## src/rtl/mux_2_1_rr_arbiter_if.sv

```systemverilog
// Handshake bundle between two requesters, the round-robin arbiter and the downstream 2:1 MUX.
// The arbiter uses the slave modport; whoever drives requests uses the master modport.

interface mux_2_1_rr_arbiter_if;
   logic Enable_In;
   logic Request_0_In;
   logic Request_1_In;
   logic Done_In;
   logic Grant_0_Out;
   logic Grant_1_Out;
   logic Select_Out;
   logic MUX_Enable_Out;
   logic Busy_Out;

   modport master (
      output Enable_In,
      output Request_0_In,
      output Request_1_In,
      output Done_In,
      input  Grant_0_Out,
      input  Grant_1_Out,
      input  Select_Out,
      input  MUX_Enable_Out,
      input  Busy_Out
   );

   modport slave (
      input  Enable_In,
      input  Request_0_In,
      input  Request_1_In,
      input  Done_In,
      output Grant_0_Out,
      output Grant_1_Out,
      output Select_Out,
      output MUX_Enable_Out,
      output Busy_Out
   );
endinterface

```

## src/rtl/mux_2_1_rr_arbiter.sv

```systemverilog
// Two-channel round-robin arbiter driving the select/enable of a downstream 2:1 MUX.
// Define MUX_ARB_HOLD_LIMIT_EN to cap a contended grant at MAX_HOLD consecutive cycles.

module mux_2_1_rr_arbiter #(
   parameter int unsigned MAX_HOLD = 8
) (
   input logic                       Clock_In,
   input logic                       Reset_N_In,
   mux_2_1_rr_arbiter_if.slave       bus
);

   if (MAX_HOLD < 2 || MAX_HOLD > 256) begin : gen_bad_max_hold
      $error("MAX_HOLD must lie in 2..256");
   end

   typedef enum logic [1:0] {
      StIdle   = 2'd0,
      StGrant0 = 2'd1,
      StGrant1 = 2'd2
   } state_e;

   state_e state_q, state_d;
   logic   last_grant_q, last_grant_d;
   logic   select_q, select_d;
   logic   hold_expired;
   logic   release_0;
   logic   release_1;

`ifdef MUX_ARB_HOLD_LIMIT_EN
   localparam int unsigned CntW = $clog2(MAX_HOLD);

   logic [CntW-1:0] hold_cnt_q, hold_cnt_d;

   // Counter value k means the current grant has been visible for k+1 cycles.
   assign hold_expired = (hold_cnt_q == CntW'(MAX_HOLD - 1));
`else
   assign hold_expired = 1'b0;
`endif

   // Hold expiry only releases when the other channel is actually waiting.
   assign release_0 = bus.Done_In | ~bus.Request_0_In | (hold_expired & bus.Request_1_In);
   assign release_1 = bus.Done_In | ~bus.Request_1_In | (hold_expired & bus.Request_0_In);

   always_comb begin
      state_d      = state_q;
      last_grant_d = last_grant_q;
      select_d     = select_q;

      if (!bus.Enable_In) begin
         state_d = StIdle;
      end else begin
         unique case (state_q)
            StIdle: begin
               if (bus.Request_0_In && (!bus.Request_1_In || last_grant_q)) begin
                  state_d = StGrant0;
               end else if (bus.Request_1_In) begin
                  state_d = StGrant1;
               end
            end
            StGrant0: begin
               if (release_0) begin
                  state_d = bus.Request_1_In ? StGrant1 : StIdle;
               end
            end
            StGrant1: begin
               if (release_1) begin
                  state_d = bus.Request_0_In ? StGrant0 : StIdle;
               end
            end
            default: state_d = StIdle;
         endcase
      end

      if (state_d == StGrant0 && state_q != StGrant0) begin
         last_grant_d = 1'b0;
         select_d     = 1'b0;
      end else if (state_d == StGrant1 && state_q != StGrant1) begin
         last_grant_d = 1'b1;
         select_d     = 1'b1;
      end
   end

`ifdef MUX_ARB_HOLD_LIMIT_EN
   always_comb begin
      hold_cnt_d = hold_cnt_q + 1'b1;
      if (state_d == StIdle || state_d != state_q || hold_expired) begin
         hold_cnt_d = '0;
      end
   end

   always_ff @(posedge Clock_In or negedge Reset_N_In) begin
      if (!Reset_N_In) begin
         hold_cnt_q <= '0;
      end else begin
         hold_cnt_q <= hold_cnt_d;
      end
   end
`endif

   always_ff @(posedge Clock_In or negedge Reset_N_In) begin
      if (!Reset_N_In) begin
         state_q      <= StIdle;
         last_grant_q <= 1'b1;
         select_q     <= 1'b0;
      end else begin
         state_q      <= state_d;
         last_grant_q <= last_grant_d;
         select_q     <= select_d;
      end
   end

   assign bus.Grant_0_Out    = (state_q == StGrant0);
   assign bus.Grant_1_Out    = (state_q == StGrant1);
   assign bus.Select_Out     = select_q;
   assign bus.MUX_Enable_Out = (state_q == StGrant0) | (state_q == StGrant1);
   assign bus.Busy_Out       = (state_q == StGrant0) | (state_q == StGrant1);

endmodule

```

## src/flat_wrapper.sv

```systemverilog
// flat-port wrapper written by rule: the top's interface ports become plain ports
module mux_2_1_rr_arbiter_flat 
#(
   parameter int unsigned MAX_HOLD = 8
)
  (Clock_In, Reset_N_In, bus_Enable_In, bus_Request_0_In, bus_Request_1_In, bus_Done_In, bus_Grant_0_Out, bus_Grant_1_Out, bus_Select_Out, bus_MUX_Enable_Out, bus_Busy_Out);
  mux_2_1_rr_arbiter_if bus_i ();
  input logic Clock_In;
  input logic Reset_N_In;
  input wire logic [$bits(bus_i.Enable_In)-1:0] bus_Enable_In;
  input wire logic [$bits(bus_i.Request_0_In)-1:0] bus_Request_0_In;
  input wire logic [$bits(bus_i.Request_1_In)-1:0] bus_Request_1_In;
  input wire logic [$bits(bus_i.Done_In)-1:0] bus_Done_In;
  output wire logic [$bits(bus_i.Grant_0_Out)-1:0] bus_Grant_0_Out;
  output wire logic [$bits(bus_i.Grant_1_Out)-1:0] bus_Grant_1_Out;
  output wire logic [$bits(bus_i.Select_Out)-1:0] bus_Select_Out;
  output wire logic [$bits(bus_i.MUX_Enable_Out)-1:0] bus_MUX_Enable_Out;
  output wire logic [$bits(bus_i.Busy_Out)-1:0] bus_Busy_Out;
  assign bus_i.Enable_In = bus_Enable_In;
  assign bus_i.Request_0_In = bus_Request_0_In;
  assign bus_i.Request_1_In = bus_Request_1_In;
  assign bus_i.Done_In = bus_Done_In;
  assign bus_Grant_0_Out = bus_i.Grant_0_Out;
  assign bus_Grant_1_Out = bus_i.Grant_1_Out;
  assign bus_Select_Out = bus_i.Select_Out;
  assign bus_MUX_Enable_Out = bus_i.MUX_Enable_Out;
  assign bus_Busy_Out = bus_i.Busy_Out;
  mux_2_1_rr_arbiter #(.MAX_HOLD(MAX_HOLD)) u_core (.Clock_In(Clock_In), .Reset_N_In(Reset_N_In), .bus(bus_i));
endmodule
```

## config.mk

```make
export PLATFORM = sky130hd
export DESIGN_NAME = mux_2_1_rr_arbiter_flat
export DESIGN_NICKNAME = d
export VERILOG_FILES = /design/src/rtl/mux_2_1_rr_arbiter_if.sv /design/src/rtl/mux_2_1_rr_arbiter.sv /design/src/flat_wrapper.sv
export SDC_FILE = /design/constraint.sdc
export NUM_CORES = 1
export LEC_CHECK = 0
export ABC_AREA = 1
export CAP_MARGIN = 20
export CORE_MARGIN = 2
export CORE_UTILIZATION = 30
export CTS_BUF_LIST = sky130_fd_sc_hd__clkbuf_8
export DETAILED_ROUTE_END_ITERATION = 8
export GPL_ROUTABILITY_DRIVEN = 0
export PLACE_DENSITY = 0.6
export SLEW_MARGIN = 40
export SYNTH_ARGS = -nofsm -noshare
export SYNTH_HDL_FRONTEND = slang
export SYNTH_SLANG_ARGS = --single-unit
```

## constraint.sdc

```tcl
create_clock -name Clock_In -period 1.8 [get_ports Clock_In]
set_clock_uncertainty 0.2 [all_clocks]
set_input_delay 0.54 -clock Clock_In [delete_from_list [all_inputs] [get_ports Clock_In]]
set_output_delay 0.54 -clock Clock_In [all_outputs]
set_load 0.02 [all_outputs]
```

Word-level counts from Yosys, hierarchy flattened
Index checks and enable logic that the tools add are counted.
- bits in registers: 4
- equality and inequality tests: 6
- bitwise logic cells: 5
- mux-type cells: 10
- reduce and logical (&&, ||, !) cells: 7
- operators with widths (cell ; number):
    2-bit two-way mux ; 6
    2-bit one-hot mux with 3 select lines ; 1
    2-bit by 1-bit == test with 1-bit output, second input constant ; 2
    2-bit == test, second input constant ; 2
    1-bit logical AND ; 3
    1-bit two-way mux ; 3
    1-bit OR ; 3
    2-bit logical NOT ; 1
    2-bit by 1-bit inequality test with 1-bit output, second input constant ; 1
    2-bit inequality test, second input constant ; 1
    1-bit NOT ; 2
    2-bit nonzero test ; 1
    1-bit logical NOT ; 1
    1-bit logical OR ; 1

Logic depth before layout (Yosys ltp)
Gate-level depths: netlist (run 1).
- word-level depth: 10
- mapped depth: 10

Least setup slack after synthesis (run 1)
No wires, ideal clock.
- path kind: register to output
- start: register u_core.state_q[0]
- end: output bus_MUX_Enable_Out
- path slack: 0.009 ns
- arrival: 1.051 ns
- required time: 1.060 ns
- path buffers: 1
- cell stages (with the launch flop): 4
- path through: dfrtp_1 inv_1 ha_1 buf_4
- longest elaborated chain between the ends: 2
- elaborated cells between the ends (all ways): 3
- ends and longest elaborated chain (what ; line ; RTL):
    start, declared ; mux_2_1_rr_arbiter.sv:22 ; state_e state_q, state_d;
    start signal, assigned ; mux_2_1_rr_arbiter.sv:102 ; state_q <= StIdle;
    start signal, assigned ; mux_2_1_rr_arbiter.sv:106 ; state_q <= state_d;
    2-bit by 1-bit == test with 1-bit output / 2-bit == test (equally long branches) ; n/a ;
    1-bit OR (*) ; n/a ;
    end, declared ; flat_wrapper.sv:17 ; output wire logic [$bits(bus_i.MUX_Enable_Out)-1:0] bus_MUX_Enable_Out;
Every way passes the cells marked *; elsewhere a longest branch is shown, timed or not.

Final worst setup path (run 1)
- start: register u_core.state_q[0]
- end: output bus_Busy_Out
- longest elaborated chain between the ends: 2
- elaborated cells between the ends (all ways): 3
- ends and longest elaborated chain (what ; line ; RTL):
    2-bit by 1-bit == test with 1-bit output / 2-bit == test (equally long branches) ; mux_2_1_rr_arbiter.sv:116 ; assign bus.Busy_Out = (state_q == StGrant0) | (state_q == StGrant1);
    1-bit OR (*) ; mux_2_1_rr_arbiter.sv:116 ;
    end, declared ; flat_wrapper.sv:18 ; output wire logic [$bits(bus_i.Busy_Out)-1:0] bus_Busy_Out;
Marks and branches as above.

==> flow_summary.ini, run 1 <==
[outcome]
status = complete, but fails checks
violations = setup timing

[final_layout]
final_area_um2 = 630.6
syn2layout_area_growth_pct = 62.06
num_antenna_cells = 0
drive_above_1_share_pct = 47.14
nets = 81

[floorplan]
fp-row-count = 12
pin_count = 11
start_util_pct = 33.66
die_height_um = 40.02
core_um2 = 1156
die-width_um = 40.02
design.die.area_um2 = 1601

[clocking]
cts_sinks = 4
cts_buffers = 3
cts_buffer_depth = 2
cts_hold_buf = 0
clkLatencyLatePin_ps = 220
h-tree-depth = 1
cts_root_buf = clkbuf_8
cts_tree = built
clkSlewWorstSetupHoldPaths_ps = 30

[timing]
post-route-min-period_ps = 1803
rsz0062_at_grt = yes
setup_viol = 2
drv_slew = 0
setup_tns_ps = -4.561
worstMarginPinSlew_ps = 238.5
finalCritPeriodShare_pct = 100.2
max_freq_mhz = 554.7
hold-worst-slack_ps = 258.6
hold_viol = 0
worst_slack_ps = -2.706
max_slew_margin_pct = 84.10

[routing]
wl_per_cell_um = 9.488
ant_nets = 0
first_pass_iters = 4
dr_total_vias = 351
drtIter0Drc = 3
routed_wl_um = 797
post_drt_via_cell_ratio = 4.179
drcViolationCount = 0

[global_route]
grt.busiest_layer = met2
grt_max_degree = 7
grt_pass1_vias = 340
use_met1_pct = 13.56
antenna_found_initial = 0
met3_usage_pct = 1.667
grt_overflow_total = 0
grt_usage_pct = 11.94
grtUsageMet2_pct = 20.56
grt_pass1_wl_um = 1262

[worst_setup_path]
slowest_stage = dfrtp_1
startpoint = u_core.state_q[0]$_DFF_PN0_
cp-end-kind = output pin
crit_arrival_ps = 1060
crit_chain = inv_2 > ha_4 > buf_6
crit_fanout = 3
cp-start-kind = register
regToRegStartpoint = u_core.state_q[1]$_DFF_PN0_
worstPathRequired_ps = 1060
criticalPathCategory = register to output pin
slowest_delay_ps = 390

[placement]
pre_cts_slack_ps = -241.6
io_buffer_count = 10
placed_area_um2 = 529.3
hpwl_um = 615.7

[synth]
yosys_warnings = 0
syn_area_um2 = 389.1
seq_area_frac_synth_pct = 26.05
synth_area_per_cell_um2 = 7.483
synth_top_area_share_pct = 19.29
syn_inst = 52
synth_seq_cells = 4
ys_types = 14
synth_area_leader_cell = dfrtp_1
synthTopCellsByArea = dfrtp_1, nand2_1, ha_1
syn_nets = 62

[pwr]
p_per_area_nw_per_um2 = 1149
power_mw = 0.7245
vdd_drop_max_mv = 0.7306
p_leak_nw = 0.3451

[min_path]
min-delay-start = u_core.last_grant_q$_DFFE_PN1P_
holdCritPathClass = register to register

[flow_run]
maxCapViolCount = 0
-- where the power goes --
group | switching (mW) | total [mW] | internal (mW) | leakage [nW]
clock | 0.0460 | 0.191 | 0.145 | 0.0269
combinational | 0.210 | 0.387 | 0.177 | 0.269
sequential | 0.0159 | 0.146 | 0.130 | 0.0490
total | 0.272 | 0.724 | 0.452 | 0.345
-- placed cells by master (no fill, tap or decap), types with 2 or more instances in the layout --
cell type        instances
dfrtp_1                  3
buf_6                    5
nor2_2                   2
nand2_1                 16
clkdlybuf4s50_1          3
inv_1                    6
nand3_2                  4
buf_4                    4
nor2_4                   3
nand3_1                  4
ha_4                     2
clkbuf_8                 3
nand2_2                  3
dlygate4sd2_1            2
inv_2                    4
-- sequential cells by signal, summed over array words and instances (netlist names) --
signal	count
u_core.state_q	2
u_core.bus.Select_Out	1
u_core.last_grant_q	1
-- routing by layer --
layer | vias to the layer above | share of wire (%)
li1 | 193 | -
met1 | 150 | 42
met2 | 8 | 54
met3 | 0 | 3.9
met4 | 0 | 0
met5 | - | 0
-- synthesized netlist by cell type (all sizes together) --
library cell / count
buf: 1
dfstp: 1
inv: 9
nand3: 8
dfrtp: 3
ha: 4
nor2: 7
nand2: 19
-- path summary, 6_finish.rpt --
path                                                      to  slack (ps)  cells past startpoint
min in group asynchronous        u_core.state_q[0]$_DFF_PN0_         320                      1
setup / recovery                                bus_Busy_Out          -3                      3
max in group asynchronous    u_core.last_grant_q$_DFFE_PN1P_         840                      1
hold reg to reg              u_core.last_grant_q$_DFFE_PN1P_         260                      2
hold / removal               u_core.last_grant_q$_DFFE_PN1P_         260                      2
setup reg to reg           u_core.bus.Select_Out$_DFFE_PN0P_          90                     11
-- critical path, delay by kind of cell, from the launching register on --
family,cells,cell delay (ps)
adders and majority gates,1,220
buffers and inverters,2,240
DFF,1,390
-- layout make-up --
type	instances	area, µm²
clock buffers	3	41.29
repair buffers	15	146.4
inverters	9	33.78
well taps	14	17.52
fillers	112	525.5
multi-input cells	38	286.5
clock inverters	1	3.754
flip-flops and latches	4	101.3
-- through the flow --
stage	util, %	instances
detailed placement	45.78	79
global route	54.55	84
CTS	48.81	83
floorplan	-	52
finish	54.55	84
global placement	45.78	79
-- cells by family (layout without fill, tap and decap cells) --
| logic type | after synthesis | count (layout) | synth area share [%] |
|---|---|---|---|
| buffers and inverters | 10 | 28 | 10.61 |
| and+or+nand+nor | 34 | 34 | 50.48 |
| adders and majority gates | 4 | 4 | 12.86 |
| DFF | 4 | 4 | 26.05 |
-- timing repair --
| item | 4_1_cts | 5_1_grt |
|---|---|---|
| endpoints found under the setup margin | 6 | 6 |
| pin swaps | 0 | 1 |
| buffers inserted | 0 | 1 |
| resized for setup | 22 | 15 |
Power figures use the tool's default switching activity.
==> run 2: changes to the inputs <==
--- a/config.mk
+++ b/config.mk
@@ -12,7 +12,7 @@
 export CTS_BUF_LIST = sky130_fd_sc_hd__clkbuf_8
 export DETAILED_ROUTE_END_ITERATION = 8
 export GPL_ROUTABILITY_DRIVEN = 0
-export PLACE_DENSITY = 0.6
+export PLACE_DENSITY = 0.58
 export SLEW_MARGIN = 40
 export SYNTH_ARGS = -nofsm -noshare
 export SYNTH_HDL_FRONTEND = slang
==> flow_summary.ini, run 2 (synthesized netlist as in run 1, its figures left out) <==
[routing]
post_drt_via_cell_ratio = 4.314
dr_total_vias = 371
drcViolationCount = 0
ant_nets = 0
drtIter0Drc = 1
wl_per_cell_um = 10.58
routed_wl_um = 910
first_pass_iters = 3

[worst_setup_path]
worstPathRequired_ps = 1060
crit_fanout = 3
cp-end-kind = output pin
rrSetupSlack_ps = 80
reg2reg_depth = 11
crit_arrival_ps = 1070
criticalPathCategory = register to output pin
cp-start-kind = register
regToRegStartpoint = u_core.state_q[0]$_DFF_PN0_
worstReg2RegEnd = u_core.bus.Select_Out$_DFFE_PN0P_

[min_path]
worstHoldEndpoint = u_core.bus.Select_Out$_DFFE_PN0P_
hold_depth = 2
holdCritPathClass = register to register
min-delay-start = u_core.bus.Select_Out$_DFFE_PN0P_

[clocking]
h-tree-depth = 1
clkSlewWorstSetupHoldPaths_ps = 30
cts_tree = built
cts_sinks = 4
clkLatencyLatePin_ps = 210
cts_buffers = 3
cts_root_buf = clkbuf_8
cts_buffer_depth = 2
cts_hold_buf = 0

[timing]
post-route-min-period_ps = 1807
finalCritPeriodShare_pct = 100.4
max_slew_margin_pct = 84.19
hold_viol = 0
worst_slack_ps = -7.229
worstMarginPinSlew_ps = 237.1
hold-worst-slack_ps = 261.2
setup_tns_ps = -14.05
rsz0062_at_grt = yes
setup_viol = 2
max_freq_mhz = 553.3
drv_slew = 0

[flow_run]
maxCapViolCount = 0

[final_layout]
syn2layout_area_growth_pct = 73.96
nFillCells = 101
final_area_um2 = 676.9
register_area_um2 = 101.3
largest_reg_flops = 2
final_util_pct = 58.55
final_common_cell = nand2_1
nets = 83
num_antenna_cells = 0
multi_input_area_um2 = 311.5
instances_no_fill = 86
top_register = u_core.state_q
drive_above_1_share_pct = 54.17
final_cell_mix = nand2_1, buf_6, inv_1, nand3_2

[floorplan]
die_height_um = 40.02
die-width_um = 40.02
core_um2 = 1156
start_util_pct = 33.66
fp-row-count = 12
design.die.area_um2 = 1601
pin_count = 11

[outcome]
violations = setup timing
status = complete, but fails checks

[placement]
io_buffer_count = 10
hpwl_um = 680.8
pre_cts_slack_ps = -247.4
dp_cells = 79
placed_area_um2 = 529.3

[pwr]
vdd_drop_max_mv = 0.5744
p_leak_nw = 0.3614
p_per_area_nw_per_um2 = 1126
power_mw = 0.7622

[global_route]
grt_overflow_total = 0
grt_usage_pct = 14.05
antenna_found_initial = 0
grt_pass1_vias = 382
grt_max_degree = 7
grt_pass1_wl_um = 1483
## run 2: layer usage
metal  vias up  part of all wire, %  global-route usage [%]
li1        195                    -                       -
met1       168                   41                   15.36
met2         8                   54                   24.60
met3         0                  4.8                   1.667
met4         0                    0                   10.34
met5         -                    0                       0
## run 2: area by class of cell
cell class	count	area share (%)
Clock buffer	3	6.100
Clock inverter	1	0.5545
Inverter	9	4.991
Multi-Input combinational cell	38	46.03
Sequential cell	4	14.97
Tap cell	14	2.588
Timing Repair Buffer	17	24.77
## run 2: worst max path at each step
stage,start,endpoint,depth (start not counted)
after floorplan,u_core.state_q[0]$_DFF_PN0_,bus_MUX_Enable_Out,3
after global placement,bus_Request_1_In,u_core.bus.Select_Out$_DFFE_PN0P_,9
after detailed placement,u_core.state_q[0]$_DFF_PN0_,bus_Busy_Out,3
after CTS,u_core.state_q[1]$_DFF_PN0_,bus_Busy_Out,3
after global routing,u_core.state_q[1]$_DFF_PN0_,bus_Busy_Out,3
final,u_core.state_q[1]$_DFF_PN0_,bus_Busy_Out,3
## run 2: repair_timing
| item | in CTS | in global routing |
|---|---|---|
| gates resized for setup | 27 | 19 |
| setup buffers | 0 | 3 |
| endpoints found under the setup margin | 6 | 6 |
| pin swaps | 0 | 5 |
| cloned | 0 | 0 |
## run 2: where the power goes
group	switching, mW	internal, mW	total, mW
registers	0.0183	0.130	0.149
clock network	0.0444	0.145	0.190
logic	0.226	0.198	0.424
total	0.289	0.474	0.762
## run 2: critical path, stage by stage, from the launching register on
cell and delay [ps]:
dfrtp_1 390, inv_2 120, ha_4 220, buf_6 130
==> run 3: changes to the inputs <==
==> constraint.sdc (replaced) <==
create_clock -name Clock_In -period 2 [get_ports Clock_In]
set_clock_uncertainty 0.2 [all_clocks]
set_input_delay 0.6 -clock Clock_In [delete_from_list [all_inputs] [get_ports Clock_In]]
set_output_delay 0.6 -clock Clock_In [all_outputs]
set_load 0.02 [all_outputs]
==> flow_summary.ini, run 3 (synthesized netlist as in run 1, its figures left out) <==
[worst_setup_path]
slowest_stage = clkdlybuf4s50_1
slowest_delay_ps = 600
crit_arrival_ps = 1150
crit_fanout = 2
crit_family = buffers and inverters
rrSetupSlack_ps = 230
cp-start-kind = register
reg2reg_depth = 11
crit_chain = clkdlybuf4s50_1
crit_buf_inv = 1
path_depth = 1
regToRegStartpoint = u_core.state_q[0]$_DFF_PN0_
criticalPathCategory = register to output pin
worstReg2RegEnd = u_core.bus.Select_Out$_DFFE_PN0P_
cp-end-kind = output pin
worstPathRequired_ps = 1200

[timing]
drv_slew = 0
max_slew_margin_pct = 85.69
finalCritPeriodShare_pct = 97.37
max_freq_mhz = 513.5
setup_viol = 0
worstMarginPinSlew_ps = 214.0
post-route-min-period_ps = 1947
rsz0062_at_grt = no
hold_viol = 0

[final_layout]
num_antenna_cells = 0
final_cell_mix = nand2_1, inv_1, clkdlybuf4s50_1
final_util_pct = 47.94
final_common_cell = nand2_1
top_register = u_core.state_q
drive_above_1_share_pct = 36.23
syn2layout_area_growth_pct = 42.44
nFillCells = 120
nets = 80
largest_reg_flops = 2

[floorplan]
die-width_um = 40.02
start_util_pct = 33.66
design.die.area_um2 = 1601
pin_count = 11
fp-row-count = 12
die_height_um = 40.02
core_um2 = 1156

[pwr]
p_per_area_nw_per_um2 = 1064
vdd_drop_max_mv = 0.5400
p_leak_nw = 0.3201
power_mw = 0.5898

[clocking]
clkLatencyLatePin_ps = 210
cts_root_buf = clkbuf_8
h-tree-depth = 1
clkSlewWorstSetupHoldPaths_ps = 30
cts_buffer_depth = 2
cts_buffers = 3
cts_sinks = 4
cts_tree = built

[global_route]
grt_overflow_total = 0
antenna_found_initial = 0
grt_pass1_wl_um = 1483
grt_max_degree = 7
grt_usage_pct = 14.05
grt_pass1_vias = 382

[routing]
routed_wl_um = 795
post_drt_via_cell_ratio = 4.349
first_pass_iters = 4
wl_per_cell_um = 9.578
ant_nets = 0
drcViolationCount = 0
dr_total_vias = 361
drtIter0Drc = 7

[min_path]
worstHoldEndpoint = u_core.last_grant_q$_DFFE_PN1P_
holdCritPathClass = register to register
min-delay-start = u_core.last_grant_q$_DFFE_PN1P_
hold_depth = 2

[outcome]
status = finished clean

[placement]
io_buffer_count = 10
hpwl_um = 680.8

[flow_run]
maxCapViolCount = 0
-- run 3: final cells by class --
type	instances	area, µm²	share of cell area [%]
multi-input cells	38	246.5	44.47
repair buffers	14	110.1	19.86
flip-flops and latches	4	101.3	18.28
clock buffers	3	41.29	7.449
inverters	9	33.78	6.095
well taps	14	17.52	3.160
clock inverters	1	3.754	0.6772
-- run 3: through the flow --
stage	setup WS (ps)	instance area [µm²]	TNS, ps	std cells	hold slack, ps
floorplan	149.0	389.1	0	52	104.4
global placement	-102.0	529.3	-422.4	79	255.0
detailed placement	-107.4	529.3	-486.2	79	261.3
CTS	24.02	560.5	0	83	265.9
global route	15.37	554.3	0	83	281.0
finish	52.63	554.3	0	83	262.9
-- run 3: timing repair --
item                       in CTS  in global routing
cloned                          0                  0
pin swaps                       0                  0
hold buffers                    0                  0
buffers inserted                0                  0
setup endpoints to repair       4                  1
resized for setup              15                  1
-- run 3: worst max path at each step --
stage                                                 start                                 to  slack (ps)
after floorplan                 u_core.state_q[0]$_DFF_PN0_                 bus_MUX_Enable_Out         150
after global placement                     bus_Request_1_In  u_core.bus.Select_Out$_DFFE_PN0P_        -100
after detailed placement        u_core.state_q[0]$_DFF_PN0_                       bus_Busy_Out        -110
after CTS                       u_core.state_q[1]$_DFF_PN0_                    bus_Grant_1_Out          20
after global routing                       bus_Request_0_In  u_core.bus.Select_Out$_DFFE_PN0P_          20
final                     u_core.bus.Select_Out$_DFFE_PN0P_                     bus_Select_Out          50
-- run 3: where the power goes --
group	internal, mW	switching (mW)
clock network	0.131	0.0402
registers	0.117	0.0146
logic	0.116	0.171
-- run 3: per-layer routing --
| layer | vias to the layer above | part of all wire, % | track usage (%) |
|---|---|---|---|
| met5 | - | 0 | 0 |
| met4 | 0 | 0 | 10.34 |
| met3 | 0 | 5.5 | 1.667 |
| met2 | 8 | 51 | 24.60 |
| met1 | 163 | 44 | 15.36 |
| li1 | 190 | - | - |
==> RTL change, RTL diff (flow settings as in run 3) <==
Add a define of `MUX_ARB_HOLD_LIMIT_EN`.
--- a/src/rtl/mux_2_1_rr_arbiter.sv
+++ b/src/rtl/mux_2_1_rr_arbiter.sv
@@ -1,4 +1,6 @@
 // Two-channel round-robin arbiter driving the select/enable of a downstream 2:1 MUX.
 // Define MUX_ARB_HOLD_LIMIT_EN to cap a contended grant at MAX_HOLD consecutive cycles.
+
+`define MUX_ARB_HOLD_LIMIT_EN
 
 module mux_2_1_rr_arbiter #(
Check against the original RTL: not equivalent (a bounded check fails within 10 cycles, from zero or initial values and one cycle with Reset_N_In low).
==> RTL change against run 3 <==
Setup slack improved by 26 ps. Synthesized area is 35% higher. Routed wire length rose by 35%. Power rose by 28%. Sequential share of layout area grew 4.8 points. Hold slack worse by 27 ps. Sequential cell count is 3 higher. Design area increased by 38%. Highest routed layer unchanged.
==> RTL change: results (changes against run 3) <==
cts_max_level: 1  # unchanged
cts.clk_slew.worst_paths_ps: 40
dominantRegCellSynth: "sky130_fd_sc_hd__dfrtp_1"
post_synth_num_cell_types: 15  # +1
router_iterations_before_antenna_repair: 3  # -1
first_pass_grt_wire_length_mm: 1.856  # +25%
grt_max_degree: 8  # +1
dp.final_hpwl_um: 867.4  # +27%
result_of_the_run: "complete, no violations"
timing.max_slew.rel_slack: 0.8011  # -0.05578
power.leakage_nw: 0.4712  # +47%
grt_antenna_before_repair: 0  # unchanged
synth_top_cells_by_count: "sky130_fd_sc_hd__nand2_1, sky130_fd_sc_hd__inv_1, sky130_fd_sc_hd__nor2_1"
post_dp_cell_area_um2: 714.4  # +35%
crit_path_max_fo: 5  # +3
wl_per_cell_um: 9.267  # -3.2%
net-switching-power_w: 0.0002808  # +25%
postSynthNetCount: 88  # +42%
critPathSlowestCell: "sky130_fd_sc_hd__dfrtp_1"
synth_async_sr_flop_share: 1.000  # unchanged
hold_path.class: "register to register"
numCtsBuffers: 3  # unchanged
synthesized_area_per_cell_um2: 6.915  # -7.6%
grt_util_all_layers: 0.1246  # -0.01594
holdPathStages: 1  # -1
first_iter_violations: 7  # unchanged
root_buffer: "sky130_fd_sc_hd__clkbuf_8"
vias_per_cell: 4.457  # +2.5%
ant_nets: 0  # unchanged
reg2regPathDepth: 13  # +2
synth_sequential_area_ratio: 0.3357  # +0.07526
layout-drive-gt1-share: 0.3030  # -0.05929
reg_top3: "u_core.hold_cnt_q: 3 flops, u_core.state_q: 2 flops"
yosys_warnings: 0  # unchanged
peakVddDrop_v: 0.0005967  # +11%
nNetsFinal: 112  # +40%
via_count: 517  # +43%
clock_tree.buffer_depth: 2  # unchanged
worst_skew_pair.late_latency_ps: 220
drv_slew: 0  # unchanged
antennaDiodeCount: 0  # unchanged
grt_pass1_vias: 491  # +29%
port-buffer-count: 10  # unchanged
max_stage_delay_ps: 370  # -230 ps
synth_top_cells_by_area: "sky130_fd_sc_hd__dfrtp_1, sky130_fd_sc_hd__nand2_1, sky130_fd_sc_hd__ha_1"
[RTL change: cell count changes after synthesis, sizes merged, moves of 2 or more]
cell / before / now
a21oi: 0 / 2
dfrtp: 3 / 6
ha: 4 / 6
inv: 9 / 16
nand2: 19 / 24
nor2: 7 / 9
[RTL change: path summary, 6_finish.rpt]
check | start | endpoint | slack [ps]
min reg2reg | u_core.hold_cnt_q[0] | u_core.hold_cnt_q[0] | 240
max | u_core.state_q[0] | bus_Grant_0_Out | 80
min | u_core.hold_cnt_q[0] | u_core.hold_cnt_q[0] | 240
max reg2reg | u_core.state_q[1] | u_core.hold_cnt_q[1] | 150
max in group asynchronous | Reset_N_In | u_core.last_grant_q | 890
min in group asynchronous | Reset_N_In | u_core.hold_cnt_q[2] | 430
[RTL change: per-layer routing]
metal,vias up,global-route usage,wire (um)
met1,233,0.1618,528
li1,275,-,-
met3,0,0.02381,45
met5,-,0,0
met2,9,0.1917,501
met4,0,0.06857,0
[RTL change: power groups by stage]
| stage | Sequential (W) | Combinational [W] | Clock, W |
|---|---|---|---|
| detailed placement | 0.000207 | 0.000377 | 0 |
| floorplan | 0.000225 | 0.000201 | 0 |
| CTS | 0.000206 | 0.000358 | 0.000196 |
| finish | 0.000206 | 0.000356 | 0.000192 |
| global placement | 0.000206 | 0.000375 | 0 |
| global route | 0.000212 | 0.000402 | 0.000202 |
[RTL change: cell type report]
type                       instances  area (um2)
clock buffer                       3       41.29
clock inverter                     1       3.754
multi-input combinational         52       299.0
timing repair buffer              20       161.4
inverter                          16       60.06
sequential                         7       176.4
fill                             187       925.9
tap                               17       21.27
[RTL change: through the flow]
| stage | worst slack, ps | hold WS [ps] |
|---|---|---|
| 2_1_floorplan | 109.6 | 104.4 |
| 3_3_place_gp | -230.3 | 231.5 |
| 3_5_place_dp | -242.3 | 230.5 |
| 4_1_cts | 13.79 | 235.0 |
| 5_1_grt | -1.495 | 273.4 |
| 6_report | 78.22 | 236.3 |
[RTL change: repair_timing]
item,CTS,global route
endpoints found under the setup margin,6,7
pin swaps,0,7
resized for setup,18,11
setup buffers,0,0
[RTL change: cell families (layout without fill, tap and decap cells)]
family,Yosys count,count (layout),share of synthesized area
flops,7,7,0.3357
compound gates,3,3,0.03570
fa+ha+maj,6,6,0.1429
simple gates,43,43,0.3571
buf+inv,17,40,0.1286
[RTL change: worst max-delay path, delay by kind of cell (launching register included)]
kind / cells / cell delay [ps]
buffers and inverters: 2 / 320
adders and majority gates: 1 / 200
DFF: 1 / 370
